## src/rtl/shifter8_seq.sv

```systemverilog
// shifter8_seq: 8-bit command-driven shift register, one bit per clock; optional rotates under SHIFTER8_ROTATE_EN
module shifter8_seq (
    input  logic       clk,
    input  logic       reset_n,
    input  logic       op_valid,
    input  logic [2:0] op,
    input  logic [1:0] shamt,
    input  logic [7:0] d_in,
    output logic [7:0] q,
    output logic       busy,
    output logic       done
);
    typedef enum logic {IDLE, SHIFT} state_t;
    localparam logic [2:0] OP_NOP  = 3'b000;
    localparam logic [2:0] OP_LOAD = 3'b001;
    localparam logic [2:0] OP_LSL  = 3'b010;
    localparam logic [2:0] OP_LSR  = 3'b011;
    localparam logic [2:0] OP_ASR  = 3'b100;
`ifdef SHIFTER8_ROTATE_EN
    localparam logic [2:0] OP_ROL  = 3'b101;
    localparam logic [2:0] OP_ROR  = 3'b110;
`endif
    state_t      state_q, state_d;
    logic [7:0]  q_q, q_d;
    logic        busy_q, busy_d;
    logic        done_q, done_d;
    logic [1:0]  cnt_q, cnt_d;
    logic [2:0]  op_q, op_d;
    logic        is_shift;
    logic [7:0]  step;
`ifdef SHIFTER8_ROTATE_EN
    assign is_shift = op == OP_LSL || op == OP_LSR || op == OP_ASR || op == OP_ROL || op == OP_ROR;
    assign step = op_q == OP_LSL ? {q_q[6:0], 1'b0} :
                  op_q == OP_LSR ? {1'b0, q_q[7:1]} :
                  op_q == OP_ASR ? {q_q[7], q_q[7:1]} :
                  op_q == OP_ROL ? {q_q[6:0], q_q[7]} : {q_q[0], q_q[7:1]};
`else
    assign is_shift = op == OP_LSL || op == OP_LSR || op == OP_ASR;
    assign step = op_q == OP_LSL ? {q_q[6:0], 1'b0} :
                  op_q == OP_LSR ? {1'b0, q_q[7:1]} : {q_q[7], q_q[7:1]};
`endif
    // Next state: accept commands only in IDLE, then step once per clock until count runs out
    always_comb begin
        state_d = state_q;
        q_d     = q_q;
        busy_d  = busy_q;
        done_d  = 1'b0;
        cnt_d   = cnt_q;
        op_d    = op_q;
        if (state_q == IDLE) begin
            if (op_valid && op == OP_LOAD) begin
                q_d    = d_in;
                done_d = 1'b1;
            end else if (op_valid && is_shift) begin
                if (shamt == 2'd0) begin
                    done_d = 1'b1;
                end else begin
                    op_d    = op;
                    cnt_d   = shamt;
                    busy_d  = 1'b1;
                    state_d = SHIFT;
                end
            end
        end else begin
            q_d   = step;
            cnt_d = cnt_q - 2'd1;
            if (cnt_q == 2'd1) begin
                busy_d  = 1'b0;
                done_d  = 1'b1;
                state_d = IDLE;
            end
        end
    end
    // State and output registers; reset aborts any shift in flight
    always_ff @(posedge clk or negedge reset_n) begin
        if (!reset_n) begin
            state_q <= IDLE;
            q_q     <= 8'h00;
            busy_q  <= 1'b0;
            done_q  <= 1'b0;
            cnt_q   <= 2'd0;
            op_q    <= OP_NOP;
        end else begin
            state_q <= state_d;
            q_q     <= q_d;
            busy_q  <= busy_d;
            done_q  <= done_d;
            cnt_q   <= cnt_d;
            op_q    <= op_d;
        end
    end
    assign q    = q_q;
    assign busy = busy_q;
    assign done = done_q;
endmodule

```

## config.mk

```make
export PLATFORM = sky130hd
export DESIGN_NAME = shifter8_seq
export DESIGN_NICKNAME = d
export VERILOG_FILES = /design/src/rtl/shifter8_seq.sv
export SDC_FILE = /design/constraint.sdc
export NUM_CORES = 1
export LEC_CHECK = 0
export BUFFER_PORTS_ARGS = -buffer_cell sky130_fd_sc_hd__buf_2
export CORE_MARGIN = 2
export CORE_UTILIZATION = 25
export DETAILED_ROUTE_END_ITERATION = 16
export SYNTH_ARGS = -nofsm -noshare
export SYNTH_HDL_FRONTEND = slang
export SYNTH_SLANG_ARGS = --single-unit
```

## constraint.sdc

```tcl
create_clock -name clk -period 4.8 [get_ports clk]
set_input_delay 1.44 -clock clk [delete_from_list [all_inputs] [get_ports clk]]
set_output_delay 1.44 -clock clk [all_outputs]
set_load 0.03 [all_outputs]
```

==> results, run 1 <==
- The final layout contains 133 nets.
- The residual overflow from global routing is 0.
- In this run the cell area of the synthesized design comes to 952 sq um.
- For the pin with the worst max-slew slack, the measured transition is 0.638 ns.
- Synthesis produced 90 cells.
- The area of the core region is 3660 sq um.
- The repair_antennas step left the layout with diodes totalling 0.
- The run finished with clean final reports.
- The critical path launch point type is an input port.
- Timing would allow up to 395 MHz.
- The overall track demand over capacity in global routing is 10.7%.
- The minimum clock period is 2.53 ns.
- The remaining antenna violation count after routing is 0.
- Combinational logic burns 44.3% of the power.
- The final max-slew violation count is 0.
- The number of hold violations in the final report is 0.
- In the final routed layout, each cell accounts on average for 12.3 microns.
- The reported leakage power is 0.524 nW.
- At the worst endpoint, the arrival time is 2.66 ns.
- The register area share after synthesis is 42.0%.
- The setup-violating endpoint count in the final report is 0.
- The setup skew after layout is 0.00156 ns.
- The startpoint identified for the worst register-to-register timing path is state_q.
- The class of the most critical setup path is input port to flop.
- The setup TNS is 0 ns.
- The number of synthesized flops with an enable pin is 0.
- The number of nets in the synthesized netlist is 107.
- The post-route netlist has 34.8% of its cells at a drive strength greater than 1.
- The longest clock path from root to sink contains 2 buffers.
- Input and output buffers added on the ports amount to 25.
- The clock latency on the worst-skew pair is 0.24 ns.
- In this run the cell area measured after placement is 1110 sq um.
- The maximum fanout count along the critical path is 8.
- CTS placed an instance of sky130_fd_sc_hd__clkbuf_8 at the clock tree root.
- Detailed routing inserted a total of 806 vias.
- Detailed placement finished with a half-perimeter wire length of 1.54 mm.
- The design draws 0.676 mW.
- The design internal power is 0.400 mW.
- The average cell area after synthesis is 10.6 sq um.
- Measured on the finished design, the core utilization comes to 31.9%.
- The number of hold buffers added after cts is 0.
- The switching power total is 0.276 mW.
- The share of synthesized registers carrying an async set or reset is 100%.
- Setup repair after global routing left no endpoint under its margin.
- For this run, the leading register cell type out of synthesis is sky130_fd_sc_hd__dfrtp_1.
- The area growth from synthesis to final layout is 22.6%.
- The number of distinct library cells after synthesis is 35.
- The number of standard cells in the final layout excluding fillers is 163.
- In this run the most critical hold path is launched from busy.
- The share of the clock period used by the worst path after layout is 52.7%.
- The routed design has 2.01 mm of wire.
- TritonCTS built the clock tree.
- The global-route wire length before repair is 3.60 mm.
- The worst vdd rail ir drop is 0.000113 V.
- The height of the die is 65.7 microns.
- Of the total power, the share spent switching nets is 40.8%.
- For the worst setup path, the data required time is 4.92 ns.
- Headroom to the max-slew limit came out at 57.5%.
- The number of gates resized after cts is 0.
- The total of flip-flops plus latches after synthesis is 16.
- For this block, the initial DRC count from the detailed router was 84.
- The first element of the critical path is op[2].
- For this run, design rule violations remaining after detail routing come to 0.
- Clock-pin slew was measured on the worst setup and hold paths at 0.06 ns.
- The number of antenna violations at the first check in global routing was 0.
- Counting the fill cells in the layout gives 380.
- The smallest hold slack is 0.484 ns.
- The die footprint is 4320 sq um.
- The share of power burned in registers is 38.5%.
- The clock sink total is 16.
- After detailed routing, the number of vias per cell comes to 4.94.
- The number of buffers added by the clock tree synthesis step is 3.
- The pin count of the biggest net entering global routing is 24.
- The number of global-route vias before repair was 781.
- The count of warnings emitted by yosys is 0.
- The min-delay analysis places its worst path in the category flop to flop.
- Pin placement for this block handled 26 I/O pins.
- The clock network accounts for 17.2% of the total power.
- The worst slack at placement is 2.01 ns.
- The first TritonRoute pass finished after 4 iterations.
- The total of max-cap violations is 0.
- After detailed placement, the design holds a cell count of 159.
- The width of the die is 65.7 microns.
- The power density over the cells is 579 nW/um^2.
- The number of levels the H-tree was split into is 1.
- STA classifies the critical path endpoint as a flop.
- The slack of the critical path is 2.27 ns.
- After routing the design area is 1170 sq um.
- The post-CTS setup buffer count is 0.
- The initial utilization of the core area, before any placement, comes to 26.0%.
- The row count is 22.
- The congestion estimate from routability-driven global placement came to 0.770.
-- critical path: stages --
cell and delay (ns):
sky130_fd_sc_hd__buf_2 0.14, sky130_fd_sc_hd__nand4bb_1 0.40, sky130_fd_sc_hd__and2_4 0.32, sky130_fd_sc_hd__a221o_1 0.35
-- cells in the mapped netlist, types with 2 or more instances --
| library cell | n | area [sq um] |
|---|---|---|
| sky130_fd_sc_hd__nand2b_1 | 5 | 31.3 |
| sky130_fd_sc_hd__o2111ai_1 | 2 | 17.5 |
| sky130_fd_sc_hd__nand3_1 | 3 | 15.0 |
| sky130_fd_sc_hd__buf_2 | 2 | 10.0 |
| sky130_fd_sc_hd__mux2i_1 | 2 | 20.0 |
| sky130_fd_sc_hd__o2bb2ai_1 | 2 | 17.5 |
| sky130_fd_sc_hd__nor2b_1 | 2 | 12.5 |
| sky130_fd_sc_hd__o211ai_1 | 2 | 15.0 |
| sky130_fd_sc_hd__a221o_1 | 6 | 60.1 |
| sky130_fd_sc_hd__nor3b_1 | 7 | 52.6 |
| sky130_fd_sc_hd__nand2_1 | 6 | 22.5 |
| sky130_fd_sc_hd__dfrtp_1 | 16 | 400 |
| sky130_fd_sc_hd__nor2_1 | 3 | 11.3 |
| sky130_fd_sc_hd__mux2_2 | 7 | 78.8 |
| sky130_fd_sc_hd__inv_1 | 5 | 18.8 |
-- area by class of cell --
class	instances	area [sq um]	area share [%]
multi-input cells	65	508	43.5
flip-flops and latches	16	400	34.3
repair buffers	25	125	10.7
well taps	48	60.1	5.14
clock buffers	4	55.1	4.72
inverters	5	18.8	1.61
-- routing by layer --
layer | global-route usage, % | vias up | routed length, microns | part of all wire [%]
met4 | 3.13 | 0 | 12 | 0.60
met3 | 3.08 | 2 | 196 | 9.8
met5 | 0 | - | 0 | 0
li1 | - | 395 | - | -
met2 | 15.8 | 32 | 819 | 41
met1 | 15.0 | 377 | 978 | 49
-- worst paths after layout --
| kind | endpoint | slack (ns) | cells past startpoint |
|---|---|---|---|
| min | busy | 0.48 | 2 |
| min in group asynchronous | q[5] | 1.10 | 1 |
| min reg2reg | busy | 0.48 | 2 |
| max in group asynchronous | done | 3.44 | 1 |
| max | q[2] | 2.27 | 4 |
| max reg2reg | q[2] | 3.06 | 3 |
-- cells in the final DEF, fill, tap and decap left out --
cell type	n
sky130_fd_sc_hd__nand4bb_1	1
sky130_fd_sc_hd__o2111ai_1	2
sky130_fd_sc_hd__o31a_1	1
sky130_fd_sc_hd__o211a_1	1
sky130_fd_sc_hd__nor3_1	1
sky130_fd_sc_hd__buf_2	25
sky130_fd_sc_hd__a21bo_2	1
sky130_fd_sc_hd__o32a_1	1
sky130_fd_sc_hd__a2bb2oi_1	1
sky130_fd_sc_hd__and2_4	1
sky130_fd_sc_hd__nand3_1	3
sky130_fd_sc_hd__nand2_1	6
sky130_fd_sc_hd__or2_2	1
sky130_fd_sc_hd__mux2_2	7
sky130_fd_sc_hd__nor3b_2	1
sky130_fd_sc_hd__a221o_1	6
sky130_fd_sc_hd__inv_1	5
sky130_fd_sc_hd__a31oi_1	1
sky130_fd_sc_hd__mux2i_1	2
sky130_fd_sc_hd__o21ai_0	1
sky130_fd_sc_hd__o2bb2ai_1	2
sky130_fd_sc_hd__o22a_1	1
sky130_fd_sc_hd__o31ai_1	1
sky130_fd_sc_hd__clkbuf_8	4
sky130_fd_sc_hd__o211ai_1	2
sky130_fd_sc_hd__o22ai_1	1
sky130_fd_sc_hd__dfrtp_1	16
sky130_fd_sc_hd__o41ai_1	1
sky130_fd_sc_hd__nor3b_1	7
sky130_fd_sc_hd__ha_1	1
sky130_fd_sc_hd__nor2_1	3
sky130_fd_sc_hd__or4_1	1
sky130_fd_sc_hd__nand2b_1	5
sky130_fd_sc_hd__nor2b_1	2
-- power groups by stage --
stage               clock network [mW]  logic, mW  registers (mW)
floorplan                            0      0.181           0.310
global placement                     0      0.299           0.261
global route                     0.128      0.334           0.274
finish                           0.116      0.300           0.260
CTS                              0.119      0.302           0.261
detailed placement                   0      0.302           0.263
-- flip-flops by register name, summed over array words and instances (netlist names) --
register and cells:
q 8, op_q 3, cnt_q 2, busy 1
done 1, state_q 1
-- cell families after synthesis --
family / count (synthesis) / synth area share [%]
flip-flops: 16 / 42.0
buffers and inverters: 9 / 4.60
multiplexers: 9 / 10.4
adder cells (fa/ha/maj): 1 / 1.31
AND/OR/NAND/NOR: 32 / 20.6
AO/OA/AOI/OAI: 23 / 21.0
(Power assumes the default switching activity.)
==> run 2: changes to the inputs <==
--- a/config.mk
+++ b/config.mk
@@ -5,6 +5,7 @@
 export SDC_FILE = /design/constraint.sdc
 export NUM_CORES = 1
 export LEC_CHECK = 0
+export ABC_AREA = 1
 export BUFFER_PORTS_ARGS = -buffer_cell sky130_fd_sc_hd__buf_2
 export CORE_MARGIN = 2
 export CORE_UTILIZATION = 25
==> constraint.sdc (replaced) <==
create_clock -name clk -period 2.6 [get_ports clk]
set_input_delay 0.78 -clock clk [delete_from_list [all_inputs] [get_ports clk]]
set_output_delay 0.78 -clock clk [all_outputs]
set_load 0.03 [all_outputs]
==> run 2 against run 1 <==
Effect of this change: combinational power rose to 2.5 times the previous value; critical path depth unchanged; critical endpoint is now done; register-to-register slack got worse by 2.1 ns; sequential cell count unchanged; synthesized area shrank 0.79%; cell count grew 25%; clock power up 92%; setup slack got worse by 1.3 ns; sequential power up 90%; global-route usage increased by 0.24 points; cell area fell by 0.86%; power is 120% higher.
==> results, run 2 <==
- Run status: finished clean (unchanged).
- Static timing analysis puts the maximum clock frequency at 603 MHz.
- The residual DRC count is 0 (unchanged).
- The critical path launch point type is a flop (was input port).
- The maximum fanout count along the critical path is 20 (was 8).
- The average cell area after synthesis came to 7.32 sq um (was 10.6 sq um).
- The cell taking the most area after synthesis is sky130_fd_sc_hd__dfrtp_1 (unchanged).
- The utilization after layout came to 31.9% (about the same).
- The clock sink total came to 16 (unchanged).
- The number of antenna violations at the first check in global routing is 0 (unchanged).
- The worst min-delay path category is input port to async pin (was flop to flop).
- The number of synthesized flops with an enable pin is 0 (unchanged).
- RSZ-0062 raised after global routing: false (unchanged).
- The most used flip-flop cell after synthesis is sky130_fd_sc_hd__dfrtp_1 (unchanged).
- The per-cell routed wire length is 10.1 microns (was 12.3 microns).
- Area contributors post-synth: sky130_fd_sc_hd__dfrtp_1 42%, sky130_fd_sc_hd__nand2_1 15%, sky130_fd_sc_hd__nand3_1 10% (was sky130_fd_sc_hd__dfrtp_1 42%, sky130_fd_sc_hd__mux2_2 8.3%, sky130_fd_sc_hd__a221o_1 6.3%).
- The number of top-level pins is 26 (unchanged).
- The pin count of the biggest net entering global routing came to 21 (was 24).
- The height of the die is 65.5 microns (was 65.7 microns).
- The post-CTS clock slew at the launch and capture registers of the worst setup and hold paths is 0.07 ns (was 0.06 ns).
- The routed wire length is 2.05 mm (was 2.01 mm).
- The signal arrival time at the worst endpoint was 1.78 ns (was 2.66 ns).
- The detailed-routing iteration count for the pre-antenna-repair pass is 4 (unchanged).
- The number of levels the H-tree was split into is 1 (unchanged).
- The global-route met2 utilization was 17.6% (was 15.8%).
- The slowest stage cell on the critical path is sky130_fd_sc_hd__dfrtp_1 (was sky130_fd_sc_hd__nand4bb_1).
- The flip-flop count of the largest register after layout is 8 (unchanged).
- The reported leakage power came to 0.618 nW (was 0.524 nW).
- The clock tree from TritonCTS was done (unchanged).
- The most common cell after layout, fill and taps aside is sky130_fd_sc_hd__nand2_1 (was sky130_fd_sc_hd__buf_2).
- The transition time at the pin with the least slew margin is 0.597 ns (was 0.638 ns).
- The worst path needs 1.66 ns of the cycle, external delays included.
- The number of vias in the routed layout is 883 (was 806).
- The count of warnings emitted by yosys came to 0 (unchanged).
- The remaining antenna violation count after routing came to 0 (unchanged).
- The clock latency on the worst-skew pair is 0.25 ns (was 0.24 ns).
- The row count is 22 (unchanged).
- The number of diodes added for antenna fixing is 0 (unchanged).
- Most frequent cells in the layout: 37 x sky130_fd_sc_hd__nand2_1, 25 x sky130_fd_sc_hd__buf_2, 19 x sky130_fd_sc_hd__nand3_1 (was 25 x sky130_fd_sc_hd__buf_2, 16 x sky130_fd_sc_hd__dfrtp_1, 7 x sky130_fd_sc_hd__nor3b_1, 7 x sky130_fd_sc_hd__mux2_2).
- The filler cell count in the final layout is 414 (was 380).
- The met1 track demand over resource in global routing is 14.0% (was 15.0%).
- Most numerous cell types in the synthesized netlist: 37 x sky130_fd_sc_hd__nand2_1, 19 x sky130_fd_sc_hd__nand3_1, 16 x sky130_fd_sc_hd__dfrtp_1, 16 x sky130_fd_sc_hd__inv_1, 10 x sky130_fd_sc_hd__o21ai_0 (was 16 x sky130_fd_sc_hd__dfrtp_1, 7 x sky130_fd_sc_hd__mux2_2, 7 x sky130_fd_sc_hd__nor3b_1).
- The number of buffers added by the clock tree synthesis step is 3 (unchanged).
- The area of the core region is 3630 sq um (was 3660 sq um).
- The post-synth net total is 146 (was 107).
- The class of the most critical setup path is flop to flop (was input port to flop).
- The number of hold violations in the final report is 0 (unchanged).
- The effective utilization at floorplan is 26.0% (about the same).
- The global-route layer with the greatest usage is met2 (unchanged).
- The number of violations reported at the end of detailed-routing iteration 0 is 21 (was 84).
- The final layout net count is 173 (was 133).
- The total of flip-flops plus latches after synthesis is 16 (unchanged).
- The most frequent cell after synthesis is sky130_fd_sc_hd__nand2_1 (was sky130_fd_sc_hd__dfrtp_1).
- The number of distinct library cells after synthesis came to 19 (was 35).
- The count of buffers from port buffering is 25 (unchanged).
- The worst path buffer plus inverter count is 1 (unchanged).
- The setup skew after layout is 0.00180 ns (was 0.00156 ns).
- The number of gates resized after cts came to 0 (unchanged).
- The ratio of routed vias to standard cells is 4.35 (was 4.94).
- The post-CTS setup buffer count is 0 (unchanged).
- The number of global-route vias before repair was 825 (was 781).
- The proportion of layout cells with a drive suffix above 1 is 25.2% (was 34.8%).
- The half-perimeter wire length after detailed placement was 1.55 mm (was 1.54 mm).
- The delay of the slowest critical-path stage is 0.59 ns (was 0.40 ns).
- The register area share after synthesis is 42.4% (was 42.0%).
- The final max-slew violation count was 0 (unchanged).
- The global-route wire length before repair came to 3.61 mm (was 3.60 mm).
- The critical path required time is 2.72 ns (was 4.92 ns).
- The cell family contributing the most delay on the critical path is flip-flops (was simple AND/OR/NAND/NOR gates).
- The fraction of synthesized cell area taken by the top area cell type is 42.4% (was 42.0%).
- The netlist area before placement is 945 sq um (was 952 sq um).
- Critical Path, Cell by Cell: inv_1 > or2_2 > nand2_1 > o21ai_0 (was buf_2 > nand4bb_1 > and2_4 > a221o_1).
- The count of mapped cells out of synthesis came to 129 (was 90).
- The worst vdd rail ir drop is 0.000293 V (was 0.000113 V).
- The total of max-cap violations is 0 (unchanged).
- The worst relative slew slack is 60.1% (was 57.5%).
- The overall track demand over capacity in global routing is 10.9% (was 10.7%).
- Dividing the final minimum period by the clock period gives 63.8%.
- The maximum root-to-sink buffer count is 2 (unchanged).
- The setup TNS is 0 ns (unchanged).
- The last weighted congestion value of the routability-driven placer is 0.813 (was 0.770).
- The width of the die is 65.5 microns (was 65.7 microns).
- The number of hold buffers added after cts is 0 (unchanged).
- The residual overflow from global routing was 0 (unchanged).
- The share of synthesized registers carrying an async set or reset is 100% (unchanged).
- The area growth from synthesis to final layout is 22.5% (was 22.6%).
- The setup-violating endpoint count in the final report is 0 (unchanged).
- The power density over the cells was 1270 nW/um^2 (was 579 nW/um^2).
- The met3 routing resource usage after global routing is 1.54% (was 3.08%).
- The die footprint is 4290 sq um (was 4320 sq um).
- The clock tree root driver cell is sky130_fd_sc_hd__clkbuf_8 (unchanged).
- The kind of end point of the critical path is a flop (unchanged).
==> run 2: cell types whose count changed in the layout (fill, tap and decap cells not counted), sizes merged, moves of 8 or more <==
cell	delta
nor3b	-8
inv	+13
nand3	+17
a21oi	+8
nand2	+33
o21ai	+11
==> run 2: per-stage QoR <==
step	total power [mW]	hold slack (ns)	setup WS [ns]	cells	area (sq um)
after global routing	1.61	0.468	0.827	203	1160
after floorplan	1.09	0.442	1.21	129	945
after CTS	1.49	0.449	0.931	203	1160
final	1.47	0.435	0.941	203	1160
after detailed placement	1.26	0.459	0.946	199	1100
after global placement	1.26	0.466	0.944	199	1100
==> run 2: logic make-up (layout without fill, tap and decap cells) <==
kind of cell | count (synthesis) | in the layout | share of synthesized area (%)
compound gates | 20 | 20 | 11.4
fa+ha+maj | 1 | 1 | 1.32
buf+inv | 21 | 47 | 10.1
flops | 16 | 16 | 42.4
simple gates | 71 | 71 | 34.8
==> run 2: routing by layer <==
layer  vias to the layer above  wire length [microns]
li1                        467                      -
met1                       390                   1000
met2                        22                    904
met3                         4                     94
met4                         0                     50
met5                         -                      0
==> run 2: final timing paths <==
kind,start,endpoint,slack (ns),depth (start not counted)
min,reset_n,q[6],0.44,1
min reg2reg,cnt_q[1],cnt_q[1],0.47,2
min in group clk,cnt_q[1],cnt_q[1],0.47,2
max reg2reg,state_q,done,0.94,4
max in group asynchronous,reset_n,op_q[0],1.90,1
max,state_q,done,0.94,4
==> run 2: power breakdown <==
| part | leakage (nW) | total [mW] | switching (mW) | internal [mW] |
|---|---|---|---|---|
| clock | 0.0288 | 0.223 | 0.0889 | 0.134 |
| combinational | 0.395 | 0.751 | 0.504 | 0.248 |
| sequential | 0.194 | 0.493 | 0.119 | 0.375 |
| total | 0.618 | 1.47 | 0.711 | 0.757 |
==> run 2: area by class of cell <==
type	instances	area [sq um]	share of cell area, %
multi-input cells	92	449	38.8
inverters	18	67.6	5.84
repair buffers	25	125	10.8
well taps	48	60.1	5.19
flip-flops and latches	16	400	34.6
clock buffers	4	55.1	4.76
